### config.mk
export PLATFORM = sky130hd
export DESIGN_NAME = operand_fetch
export DESIGN_NICKNAME = d
export VERILOG_FILES = /design/src/rtl/riscv_pkg.sv /design/src/rtl/operand_bypass.sv /design/src/rtl/operand_fetch.sv
export SDC_FILE = /design/constraint.sdc
export NUM_CORES = 1
export LEC_CHECK = 0
export ABC_CLOCK_PERIOD_IN_PS = 7700
export CORE_AREA = 5 5 103 105
export CTS_BUF_LIST = sky130_fd_sc_hd__clkbuf_16
export CTS_CLUSTER_DIAMETER = 200
export DETAILED_ROUTE_END_ITERATION = 10
export DIE_AREA = 0 0 108 110
export GPL_TIMING_DRIVEN = 0
export PLACE_DENSITY_LB_ADDON = 0.1
export SLEW_MARGIN = 20
export SYNTH_ARGS = -nofsm -noshare
export SYNTH_HDL_FRONTEND = slang
export SYNTH_SLANG_ARGS = --single-unit
### constraint.sdc
create_clock -name clk -period 7.7 [get_ports clk]
set_input_delay 2.31 -clock clk [delete_from_list [all_inputs] [get_ports clk]]
set_output_delay 2.31 -clock clk [all_outputs]
set_load 0.02 [all_outputs]
### src/rtl/riscv_pkg.sv
// Shared constants and types for the operand fetch slice.
package riscv_pkg;

    localparam int unsigned XLEN           = 32;
    localparam int unsigned REG_ADDR_WIDTH = 5;

    localparam logic [REG_ADDR_WIDTH-1:0] X0_ADDR = '0;

    typedef enum logic [1:0] {
        StIdle,
        StReadRs2,
        StValid
    } fetch_state_t;

endpackage

### src/rtl/operand_bypass.sv
// Operand capture mux: x0 reads as zero, a same-cycle writeback wins over the
// register file's combinational read data.
module operand_bypass
    import riscv_pkg::*;
(
    input  logic [REG_ADDR_WIDTH-1:0] address,
    input  logic [XLEN-1:0]           rf_read_value,
    input  logic                      wb_valid,
    input  logic [REG_ADDR_WIDTH-1:0] wb_address,
    input  logic [XLEN-1:0]           wb_value,
    output logic [XLEN-1:0]           value
);

    always_comb begin
        value = rf_read_value;
        if (address == X0_ADDR) begin
            value = '0;
        end else if (wb_valid && (wb_address == address)) begin
            value = wb_value;
        end
    end

endmodule

### src/rtl/operand_fetch.sv
// Reads rs1 then (optionally) rs2 through the single register file read port and
// holds both operands for execute until handoff.
module operand_fetch
    import riscv_pkg::*;
(
    input  logic                      clk,
    input  logic                      reset,
    input  logic                      in_valid,
    output logic                      in_ready,
    input  logic [REG_ADDR_WIDTH-1:0] in_rs1,
    input  logic [REG_ADDR_WIDTH-1:0] in_rs2,
    input  logic [REG_ADDR_WIDTH-1:0] in_rd,
    input  logic                      in_uses_rs2,
    output logic [REG_ADDR_WIDTH-1:0] rf_read_address,
    input  logic [XLEN-1:0]           rf_read_value,
    input  logic                      wb_valid,
    input  logic [REG_ADDR_WIDTH-1:0] wb_address,
    input  logic [XLEN-1:0]           wb_value,
    output logic                      out_valid,
    input  logic                      out_ready,
    output logic [XLEN-1:0]           out_rs1_value,
    output logic [XLEN-1:0]           out_rs2_value,
    output logic [REG_ADDR_WIDTH-1:0] out_rd
);

    fetch_state_t state_q, state_d;

    logic [REG_ADDR_WIDTH-1:0] rs2_idx_q;
    logic [REG_ADDR_WIDTH-1:0] rd_q;
    logic [XLEN-1:0]           rs1_val_q;
    logic [XLEN-1:0]           rs2_val_q;
    logic [XLEN-1:0]           capture_value;

    // One bypass on the read port serves both capture cycles.
    operand_bypass u_bypass (
        .address       (rf_read_address),
        .rf_read_value (rf_read_value),
        .wb_valid      (wb_valid),
        .wb_address    (wb_address),
        .wb_value      (wb_value),
        .value         (capture_value)
    );

    always_ff @(posedge clk or posedge reset) begin
        if (reset) begin
            state_q <= StIdle;
        end else begin
            state_q <= state_d;
        end
    end

    always_comb begin
        state_d = state_q;
        unique case (state_q)
            StIdle: begin
                if (in_valid) begin
                    state_d = in_uses_rs2 ? StReadRs2 : StValid;
                end
            end
            StReadRs2: state_d = StValid;
            StValid: begin
                if (out_ready) begin
                    state_d = StIdle;
                end
            end
            default: state_d = StIdle;
        endcase
    end

    always_comb begin
        in_ready        = 1'b0;
        out_valid       = 1'b0;
        rf_read_address = X0_ADDR;
        unique case (state_q)
            StIdle: begin
                in_ready        = 1'b1;
                rf_read_address = in_rs1;
            end
            StReadRs2: rf_read_address = rs2_idx_q;
            StValid:   out_valid = 1'b1;
            default: begin
                in_ready        = 1'b0;
                out_valid       = 1'b0;
                rf_read_address = X0_ADDR;
            end
        endcase
    end

    always_ff @(posedge clk or posedge reset) begin
        if (reset) begin
            rs2_idx_q <= '0;
            rd_q      <= '0;
            rs1_val_q <= '0;
            rs2_val_q <= '0;
        end else begin
            unique case (state_q)
                StIdle: begin
                    if (in_valid) begin
                        rs2_idx_q <= in_rs2;
                        rd_q      <= in_rd;
                        rs1_val_q <= capture_value;
                        if (!in_uses_rs2) begin
                            rs2_val_q <= '0;
                        end
                    end
                end
                StReadRs2: rs2_val_q <= capture_value;
                default: ;
            endcase
        end
    end

    assign out_rs1_value = rs1_val_q;
    assign out_rs2_value = rs2_val_q;
    assign out_rd        = rd_q;

endmodule

Word-level counts from Yosys, hierarchy flattened --
Index checks and enable logic that the tools add are counted.
Word-level totals: input bits 90, output and inout port bits 76, register bits after elaboration 76, logic and storage cells 30
Cells by class: eq/ne operators 6, muxes and demuxes 12, reduce and logical (&&, ||, !) cells 7
Operators with widths (count):
- 2-to-1 mux 32 bit | 4
- case mux 32 bit (2 select lines) | 1
- case mux 5 bit (2 select lines) | 1
- 2-to-1 mux 2 bit | 3
- != test 2 bit (second input constant) | 3
- case mux 2 bit (3 select lines) | 1
- equality test 5 bit | 1
- logical NOT 5 bit | 1
- AND reduction 2 bit | 2
- AND reduction 3 bit | 1
- equality test 2 x 1 -> 1 bit (second input constant) | 1
- equality test 2 bit (second input constant) | 1
- logical NOT 2 bit | 1
- 2-to-1 mux 1 bit | 2
- nonzero test 2 bit | 1
- logical AND 1 bit | 1

Longest topological paths before layout --
Gate-level depths: netlist of the first run.
depth in word-level cells 7, gate-level depth with buffers 10

By module --
From an unflattened synthesis of the first run, not the netlist that was laid out.
Unflattened totals: cells, all modules 378, area, all modules 3887.5 µm²
By module, submodules not included:
- operand_fetch | cells each 255, area an instance 3241.9 µm², instances 1
- operand_bypass | cells each 123, area an instance 645.6 µm², instances 1

Least setup slack after synthesis of the first run --
No wires, ideal clock.
path type input to output, start input port in_rs1[2], end output port rf_read_address[2], buffers on the path 0, path slack 2.671 ns, stages on the path 2, required time 5.390 ns, data arrival time 2.719 ns, cell sequence mux2i_2 -> nor2_1
On the way: longest elaborated chain between the ends 1
RTL lines:
- start, declared | line operand_fetch.sv:10 | input logic [REG_ADDR_WIDTH-1:0] in_rs1,
- case mux 5 bit (2 select lines) | line operand_fetch.sv:74 | unique case (state_q)
- end, declared | line operand_fetch.sv:14 | output logic [REG_ADDR_WIDTH-1:0] rf_read_address,
No other way between the ends.

Final worst setup path of the first run --
Ends and elaborated chain as after synthesis.

==> results of run 1 <==
-- cell families (layout without fill, tap and decap cells) --
logic type | count (synthesis) | in the layout | synth area share, %
AOI/OAI and AO/OA | 137 | 137 | 27.2
DFF | 76 | 76 | 41.7
muxes | 15 | 15 | 3.73
buffers and inverters | 65 | 247 | 7.21
and+or+nand+nor | 183 | 183 | 20.3
-- how the worst max path moves through the flow --
stage                     startpoint                 end  slack [ns]  cells past startpoint
after detailed placement   in_rs1[2]  rf_read_address[2]        1.75                      4
after global placement     in_rs1[2]  rf_read_address[2]        1.76                      4
final                      in_rs1[2]  rf_read_address[2]        1.72                      4
after floorplan            in_rs1[2]  rf_read_address[2]        2.67                      2
after CTS                  in_rs1[2]  rf_read_address[2]        1.73                      4
after global routing       in_rs1[2]  rf_read_address[2]        1.68                      4
-- through the flow --
| step | hold slack, ns | setup WS, ns | power [mW] | cells |
|---|---|---|---|---|
| after CTS | 0.505 | 1.73 | 2.10 | 791 |
| after floorplan | 0.493 | 2.67 | 1.20 | 476 |
| after global routing | 0.533 | 1.68 | 2.20 | 791 |
| after detailed placement | 0.498 | 1.75 | 1.69 | 775 |
| final | 0.502 | 1.72 | 2.10 | 791 |
| after global placement | 0.488 | 1.76 | 1.66 | 774 |
-- power groups by stage --
stage | registers, mW | clock network (mW) | logic (mW)
after floorplan | 0.807 | 0 | 0.396
after global placement | 0.641 | 0 | 1.02
after detailed placement | 0.647 | 0 | 1.04
after CTS | 0.641 | 0.412 | 1.05
after global routing | 0.661 | 0.429 | 1.11
final | 0.642 | 0.407 | 1.05
-- sequential cells by signal, indices dropped and copies added (netlist names) --
| register | count |
|---|---|
| out_rs2_value | 32 |
| rs2_idx_q | 5 |
| state_q | 2 |
| out_rd | 5 |
| out_rs1_value | 32 |
-- routing by layer --
| layer | GRT usage (%) | routed length (um) |
|---|---|---|
| met1 | 35.1 | 6430 |
| met2 | 44.4 | 7770 |
| met3 | 5.13 | 1480 |
| met4 | 12.4 | 399 |
| met5 | 0 | 0 |
-- synthesized netlist by cell type --
cell       count  share of area [%]
or4_1         32                5.3
nand2_1       97                8.0
a311o_1       32                7.0
buf_1          6               0.49
clkbuf_1      28                2.3
o311a_1        1               0.22
buf_2         17                1.9
or2_1          1               0.14
a2bb2oi_1     32                6.1
nor2_1         9               0.74
o31ai_1        1               0.16
buf_4          5               0.82
a2111oi_4      1               0.60
mux2i_1        3               0.66
o211ai_1      32                5.3
or3_1          6               0.82
o21ai_1        5               0.55
buf_6          6                1.5
a32o_1        32                7.0
nor4_1        33                4.5
mux2_2        10                2.5
nand3_1        1               0.11
dfrtp_1       76                 42
o21ai_2        1               0.19
nand4_2        1               0.27
nand4_1        1               0.14
mux2i_2        2               0.60
and3_1         2               0.27
inv_1          3               0.25
-- critical path, cell delays in order --
cell and delay (ns):
clkdlybuf4s50_1 0.42, mux2i_2 0.30, nor2_1 0.07, clkdlybuf4s50_1 0.56
-- layout make-up --
class	count	area, um^2	share of cell area [%]
plain buffers	62	318	4.75
flip-flops and latches	76	1900	28.4
inverters	3	13.8	0.206
repair buffers	166	1670	25.0
clock buffers	9	225	3.37
clock inverters	7	57.6	0.860
multi-input cells	335	2330	34.9
well taps	133	166	2.49
==> flow_summary.ini, run 1 <==
[pwr]
p_sw_share_pct = 38.0
clkPwrFrac_pct = 19.4
p_per_area_nw_per_um2 = 314
pwr-share-seq_pct = 30.6
p_leak_nw = 2.46
p_switching_mw = 0.796
intPower_mw = 1.30
p_comb_share_pct = 50.0
ir_drop_uv = 186

[floorplanning]
dieArea_um2 = 11900
fp.dieW_um = 108
ios = 166
die_height_um = 110
initial_core_util_pct = 47.8
core_um2 = 9550
num_rows = 36

[min_path]
hold_depth = 1
hold_class = reg -> reg
hp-start = out_rd[0]$_DFFE_PP0P_
hold_path_end = out_rd[0]$_DFFE_PP0P_

[synthesis]
synth_fp_nets = 566
yosysSeqAreaShare_pct = 41.7
ys_types = 29
synth_area_um2 = 4570
syn_area_per_cell_um2 = 9.59
synthCells = 476
ys_warn_count = 0
ys_ff_latch = 76

[global_routing]
grt_max_degree = 42
antenna_found_initial = 0
grt_pass1_wl_um = 25400
grt_overflow_total = 0
grt_pass1_vias = 5145
track_usage_pct = 27.1

[worst_setup_path]
startpoint_type = primary input
rrSetupSlack_ns = 5.19
r2r_end = out_rs2_value[2]$_DFFE_PP0P_
crit_path_end_kind = output pin
reg2reg_from = state_q[0]$_DFFE_PP0P_
crit_type = in -> out
path_max_fanout = 4
worstPathRequired_ns = 5.39
r2r_cells = 8
worstPathArrival_ns = 3.67

[cts]
post_cts_buffers = 0
cts.clk_slew.worst_paths_ns = 0.05
cts.sinks = 76
cts_buffers = 9
cts-root-buf = clkbuf_16
cts_resized = 0
cts_hold_buf = 0
clk_latency_ns = 0.33
clock_path_buffers = 2
tritoncts = done
h-tree-depth = 3

[outcome]
status = completed

[place]
port_buffers = 165
place_congestion = 0.847
placed_cell_area_um2 = 6410
dp_hpwl_um = 11700

[drt]
first_pass_iters = 5
wl_um = 16100
wl_per_cell_um = 20.3
viasPerCell = 6.21
ant_nets = 0
drc = 0
vias = 4911
drtIter0Drc = 305

[sta]
setup_viol = 0
slew_viol_final = 0
final.setup.tns_ns = 0
finClkSkew_ns = 0.00557
layout_min_cycle_time_ns = 5.98
max_slew_margin_pct = 59.1
final-hold-violation-count = 0
fmax_ghz = 0.167
fin_crit_sh_pct = 77.6
rsz0062_at_grt = no
tightestPinTransition_ns = 0.608

[cells_and_area]
fin_area_um2 = 6690
utilization_pct = 70.0
diodes = 0
nets = 743
syn2layout_area_growth_pct = 46.5
fillerInstances = 781
mostFrequentLayoutCells = 165 x clkdlybuf4s50_1, 97 x nand2_1, 76 x dfrtp_1
layout_commonest_cell = clkdlybuf4s50_1
drive_above_1_share_pct = 8.66

[job]
drv_cap = 0
Power figures use the tool's default switching activity.
==> run 2: changes to the inputs <==
--- a/config.mk
+++ b/config.mk
@@ -5,12 +5,12 @@
 export SDC_FILE = /design/constraint.sdc
 export NUM_CORES = 1
 export LEC_CHECK = 0
-export ABC_CLOCK_PERIOD_IN_PS = 7700
-export CORE_AREA = 5 5 103 105
+export ABC_CLOCK_PERIOD_IN_PS = 5280
+export CORE_AREA = 5 5 112 114
 export CTS_BUF_LIST = sky130_fd_sc_hd__clkbuf_16
 export CTS_CLUSTER_DIAMETER = 200
 export DETAILED_ROUTE_END_ITERATION = 10
-export DIE_AREA = 0 0 108 110
+export DIE_AREA = 0 0 117 119
 export GPL_TIMING_DRIVEN = 0
 export PLACE_DENSITY_LB_ADDON = 0.1
 export SLEW_MARGIN = 20
==> constraint.sdc (replaced) <==
create_clock -name clk -period 5.28 [get_ports clk]
set_input_delay 1.584 -clock clk [delete_from_list [all_inputs] [get_ports clk]]
set_output_delay 1.584 -clock clk [all_outputs]
set_load 0.02 [all_outputs]
==> flow_summary.ini, run 2 (synthesis gave the netlist of run 1 again) <==
[drt]
drc = 0
wl_per_cell_um = 20.9
viasPerCell = 6.06
first_pass_iters = 5
ant_nets = 0
wl_um = 16700
vias = 4846
drtIter0Drc = 348

[sta]
slew_viol_final = 0
layout_min_cycle_time_ns = 4.52
fin_crit_sh_pct = 85.6
max_slew_margin_pct = 54.5
fmax_ghz = 0.221
final-hold-violation-count = 0
setup_viol = 0
final.setup.tns_ns = 0
tightestPinTransition_ns = 0.676
rsz0062_at_grt = no
setup_ws_ns = 0.760
finClkSkew_ns = 0.00850

[cells_and_area]
diodes = 0
syn2layout_area_growth_pct = 47.8
drive_above_1_share_pct = 8.83
layout_commonest_cell = clkdlybuf4s50_1
mostFrequentLayoutCells = 165 x clkdlybuf4s50_1, 97 x nand2_1, 76 x dfrtp_1
fillerInstances = 1034
nets = 743

[worst_setup_path]
path_max_fanout = 4
crit_family = buffers and inverters
crit_buf_inv = 2
r2r_end = out_rs2_value[27]$_DFFE_PP0P_
reg2reg_from = state_q[0]$_DFFE_PP0P_
worstPathRequired_ns = 3.70
slowest_delay_ns = 0.55
crit_type = in -> out
worstPathArrival_ns = 2.94
r2r_cells = 8
crit_path_end_kind = output pin
crit_top_cell = clkdlybuf4s50_1
rrSetupSlack_ns = 2.68
cp_slowest_cell = clkdlybuf4s50_1
startpoint_type = primary input
crit_chain = clkdlybuf4s50_1 -> mux2i_2 -> nor2_1 -> clkdlybuf4s50_1

[pwr]
p_per_area_nw_per_um2 = 469
ir_drop_uv = 208
p_leak_nw = 2.48

[outcome]
status = completed

[cts]
clock_path_buffers = 2
post_cts_buffers = 0
cts_buffers = 9
clk_latency_ns = 0.33
cts.clk_slew.worst_paths_ns = 0.06
h-tree-depth = 3
tritoncts = done
cts.sinks = 76
cts_hold_buf = 0
cts-root-buf = clkbuf_16
cts_resized = 0

[place]
dp_slack_ns = 0.732
place_congestion = 0.859
dp_hpwl_um = 12200
port_buffers = 165

[floorplanning]
dieArea_um2 = 13900
initial_core_util_pct = 40.3
ios = 166
num_rows = 39
core_um2 = 11300
fp.dieW_um = 117
die_height_um = 119

[min_path]
hold_path_end = out_rd[4]$_DFFE_PP0P_
hold_class = reg -> reg
hp-start = out_rd[4]$_DFFE_PP0P_
hold_depth = 1

[global_routing]
track_usage_pct = 23.4
grt_pass1_wl_um = 26000
grt_max_degree = 40
grt_pass1_vias = 4987
antenna_found_initial = 0
grt_overflow_total = 0

[job]
drv_cap = 0
## run 2: cell count changes in the layout (fill, tap and decap cells not counted)
cell / delta
clkinv_1: -3
clkinv_2: -1
bufinv_16: +2
inv_1: +1
## run 2: where the power goes
part	internal, mW	switching, mW
clock	0.456	0.248
sequential	0.802	0.137
combinational	0.738	0.783
total	2.00	1.17
## run 2: cell type report
class | instances | area [um^2] | share of cell area (%)
Clock inverter | 6 | 105 | 1.56
Clock buffer | 9 | 225 | 3.34
Sequential cell | 76 | 1900 | 28.2
Multi-Input combinational cell | 335 | 2330 | 34.6
Inverter | 3 | 13.8 | 0.204
Tap cell | 143 | 179 | 2.65
Timing Repair Buffer | 166 | 1670 | 24.8
Buffer | 62 | 318 | 4.71
## run 2: worst reg2reg max path, delay by kind of cell, from the launching register on
kind | cells | cell delay [ns]
AND/OR/NAND/NOR | 3 | 0.65
AO/OA/AOI/OAI | 1 | 0.18
buffers and inverters | 3 | 0.90
flip-flops | 1 | 0.39
multiplexers | 1 | 0.33
## run 2: how the worst max path moves through the flow
| stage | from | end | slack [ns] | depth (start not counted) |
|---|---|---|---|---|
| 5_1_grt | in_rs1[2] | rf_read_address[2] | 0.70 | 4 |
| 3_3_place_gp | reset | out_rs1_value[24]$_DFFE_PP0P_ | 0.34 | 2 |
| 4_1_cts | in_rs1[2] | rf_read_address[2] | 0.73 | 4 |
| 3_5_place_dp | in_rs1[2] | rf_read_address[2] | 0.73 | 4 |
| 2_1_floorplan | in_rs1[2] | rf_read_address[2] | 1.70 | 2 |
| 6_report | in_rs1[2] | rf_read_address[2] | 0.76 | 4 |
## run 2: per-layer routing
metal  wire length (um)  global-route usage [%]  share of wire [%]
met1               6930                    31.3                 41
met2               8100                    38.2                 48
met3               1460                    5.07                8.7
met4                233                    6.59                1.4
met5                  0                       0                  0
## run 2: stage by stage
stage                     std cells  power, mW  hold slack [ns]  util, %  area (um^2)
after floorplan                 476       1.75            0.493        -         4570
after global placement          784       2.44            0.490     56.5         6400
after detailed placement        785       2.47            0.500     56.7         6420
after CTS                       800       3.18            0.518     59.6         6750
after global routing            800       3.32            0.528     59.6         6750
final                           800       3.16            0.511     59.6         6750
==> patch (flow settings as in run 2) <==
Set the package constant `XLEN` to 36 (it was 32).
--- a/src/rtl/riscv_pkg.sv
+++ b/src/rtl/riscv_pkg.sv
@@ -3,3 +3,3 @@
 
-    localparam int unsigned XLEN           = 32;
+    localparam int unsigned XLEN           = 36;
     localparam int unsigned REG_ADDR_WIDTH = 5;
Interface: changed (resized out_rs1_value, out_rs2_value, rf_read_value and wb_value); port bits go from 166 to 182. No check against the original RTL was run, so the function may have changed too.
==> patch against run 2 <==
First-iteration DRC count rose by 31%; synthesized area rose by 16%; setup slack lost 0.014 ns; sequential power is 11% higher; combinational power is 14% higher; clock skew is 0.0035 ns lower; design area increased by 14%; sequential cell count rose by 8; critical path depth unchanged; hold slack got worse by 0.0010 ns; wire length grew 11%; power increased by 12%; register-to-register slack improved by 0.13 ns; largest cell class unchanged.
==> patch: results (changes against run 2) <==
Worst hold stages - 1 (unchanged)
Largest net degree at the start of global routing - 57 (+43%)
Initial antenna violation count - 0 (unchanged)
Pleak - 2.75 nW (+11%)
H-tree depth - 3 (unchanged)
Top delay family on crit path - buffers and inverters
Mux share of post-synthesis cell area - 3.14% (-0.59 points)
Placement Setup Slack - 0.764 ns (+0.0321 ns)
Reg2Reg Capture Point - out_rs2_value[2]
WL final - 18500 um (+11%)
Via density - 6.28 (+3.7%)
Remaining DRCs - 0 (unchanged)
Ant diodes - 0 (unchanged)
Initial detailed-routing violation count - 457 (+31%)
Router iterations before antenna repair - 7 (+2)
Slowest CP cell - clkdlybuf4s50_1
Outcome - finished clean
Min-Delay Endpoint - out_rd[4]
Reg2reg start - state_q[1]
First-pass GRT wire length - 28900 um (+11%)
YS warnings - 0 (unchanged)
CTS resizes - 0 (unchanged)
Reg clk slew, reported paths - 0.06 ns (about the same)
Slew HR - 36.4% (-18 points)
Seq/Total Area, Yosys - 39.6% (-2.0 points)
Syn Nets - 623 (+10%)
Distinct cells, synth - 31 (+6.9%)
Post-DP HPWL - 13600 um (+12%)
Port bufs - 181 (+9.7%)
Clock Path Buffers - 2 (unchanged)
Synth Area in Adders - 0% (unchanged)
Asr flop ratio synth - 100% (unchanged)
Post-CTS Setup Repair Bufs - 0 (unchanged)
Clock Tree Root - clkbuf_16
R2r worst-path depth - 10 (+2)
Filler cell count - 921 (-11%)
CP Max Fanout - 4 (unchanged)
Number of buffers created by CTS - 9 (unchanged)
Setup TNS - 0 ns (unchanged)
Compound-Gate Fraction of Synth Area - 26.0% (-1.1 points)
Clk_skew - 0.00503 ns (-0.00346 ns)
Ys flop type - dfrtp_1
Hold crit path type - register to register
Flop2flop setup slack - 2.81 ns (+0.13 ns)
Clock Latency Late Sink - 0.34 ns
Xor and xnor area share after synthesis - 0% (unchanged)
GP Congestion - 0.854 (-0.56%)
Slowest stage delay, CP - 0.55 ns (about the same)
Vias in the first global route - 5668 (+14%)
Syn avg cell area - 10.1 sq um (+5.4%)
Total global-route track usage - 26.3% (+2.8 points)
Worst hold path startpoint - out_rd[4]
Final nets - 816 (+9.8%)
Share of cells above drive strength 1 - 13.8% (+5.0 points)
Peak VDD IR - 0.262 mV (+26%)
Commonest cells post-synth - 109 x nand2_1, 84 x dfrtp_1
Top post-synthesis cells by area - dfrtp_1 40%, nor4_2 8.5%, nand2_1 7.7%, a311o_1 6.8%, a32o_1 6.8%
-- patch: power by group --
group | total [W] | switching (W) | internal, W
logic | 0.00173 | 0.000903 | 0.000829
registers | 0.00104 | 0.000154 | 0.000886
clock network | 0.000781 | 0.000272 | 0.000509
total | 0.00355 | 0.00133 | 0.00222
-- patch: final cells by class --
cell class | instances | area, sq um | area share, %
Clock inverter | 7 | 139 | 1.81
Tap cell | 143 | 179 | 2.33
Buffer | 67 | 388 | 5.04
Inverter | 3 | 13.8 | 0.179
Multi-Input combinational cell | 371 | 2800 | 36.5
Clock buffer | 9 | 225 | 2.93
Timing Repair Buffer | 182 | 1840 | 23.9
Sequential cell | 84 | 2100 | 27.3
-- patch: metrics by stage --
step / cell area [sq um] / utilization [%] / hold slack [ns] / std cells / power [W]
2_1_floorplan: 5310 / - / 0.493 / 525 / 0.00198
3_3_place_gp: 7300 / 64.4 / 0.486 / 849 / 0.00274
3_5_place_dp: 7330 / 64.7 / 0.500 / 850 / 0.00278
4_1_cts: 7690 / 67.9 / 0.515 / 866 / 0.00356
5_1_grt: 7690 / 67.9 / 0.528 / 866 / 0.00373
6_report: 7690 / 67.9 / 0.510 / 866 / 0.00355
-- patch: routing by layer --
layer	global-route usage, %	vias up	wire length, um
li1	-	2483	-
met1	35.2	2640	7620
met2	40.4	273	8550
met3	5.93	45	1740
met4	11.9	0	602
met5	0	-	0
-- patch: worst max path at each step --
stage	end	slack (ns)	startpoint	cells after the start
3_5_place_dp	rf_read_address[2]	0.76	in_rs1[2]	4
2_1_floorplan	out_rd[0]	1.53	reset	1
6_report	rf_read_address[2]	0.75	in_rs1[2]	4
5_1_grt	rf_read_address[2]	0.67	in_rs1[2]	4
4_1_cts	rf_read_address[2]	0.75	in_rs1[2]	4
3_3_place_gp	out_rs2_value[31]	0.12	reset	2
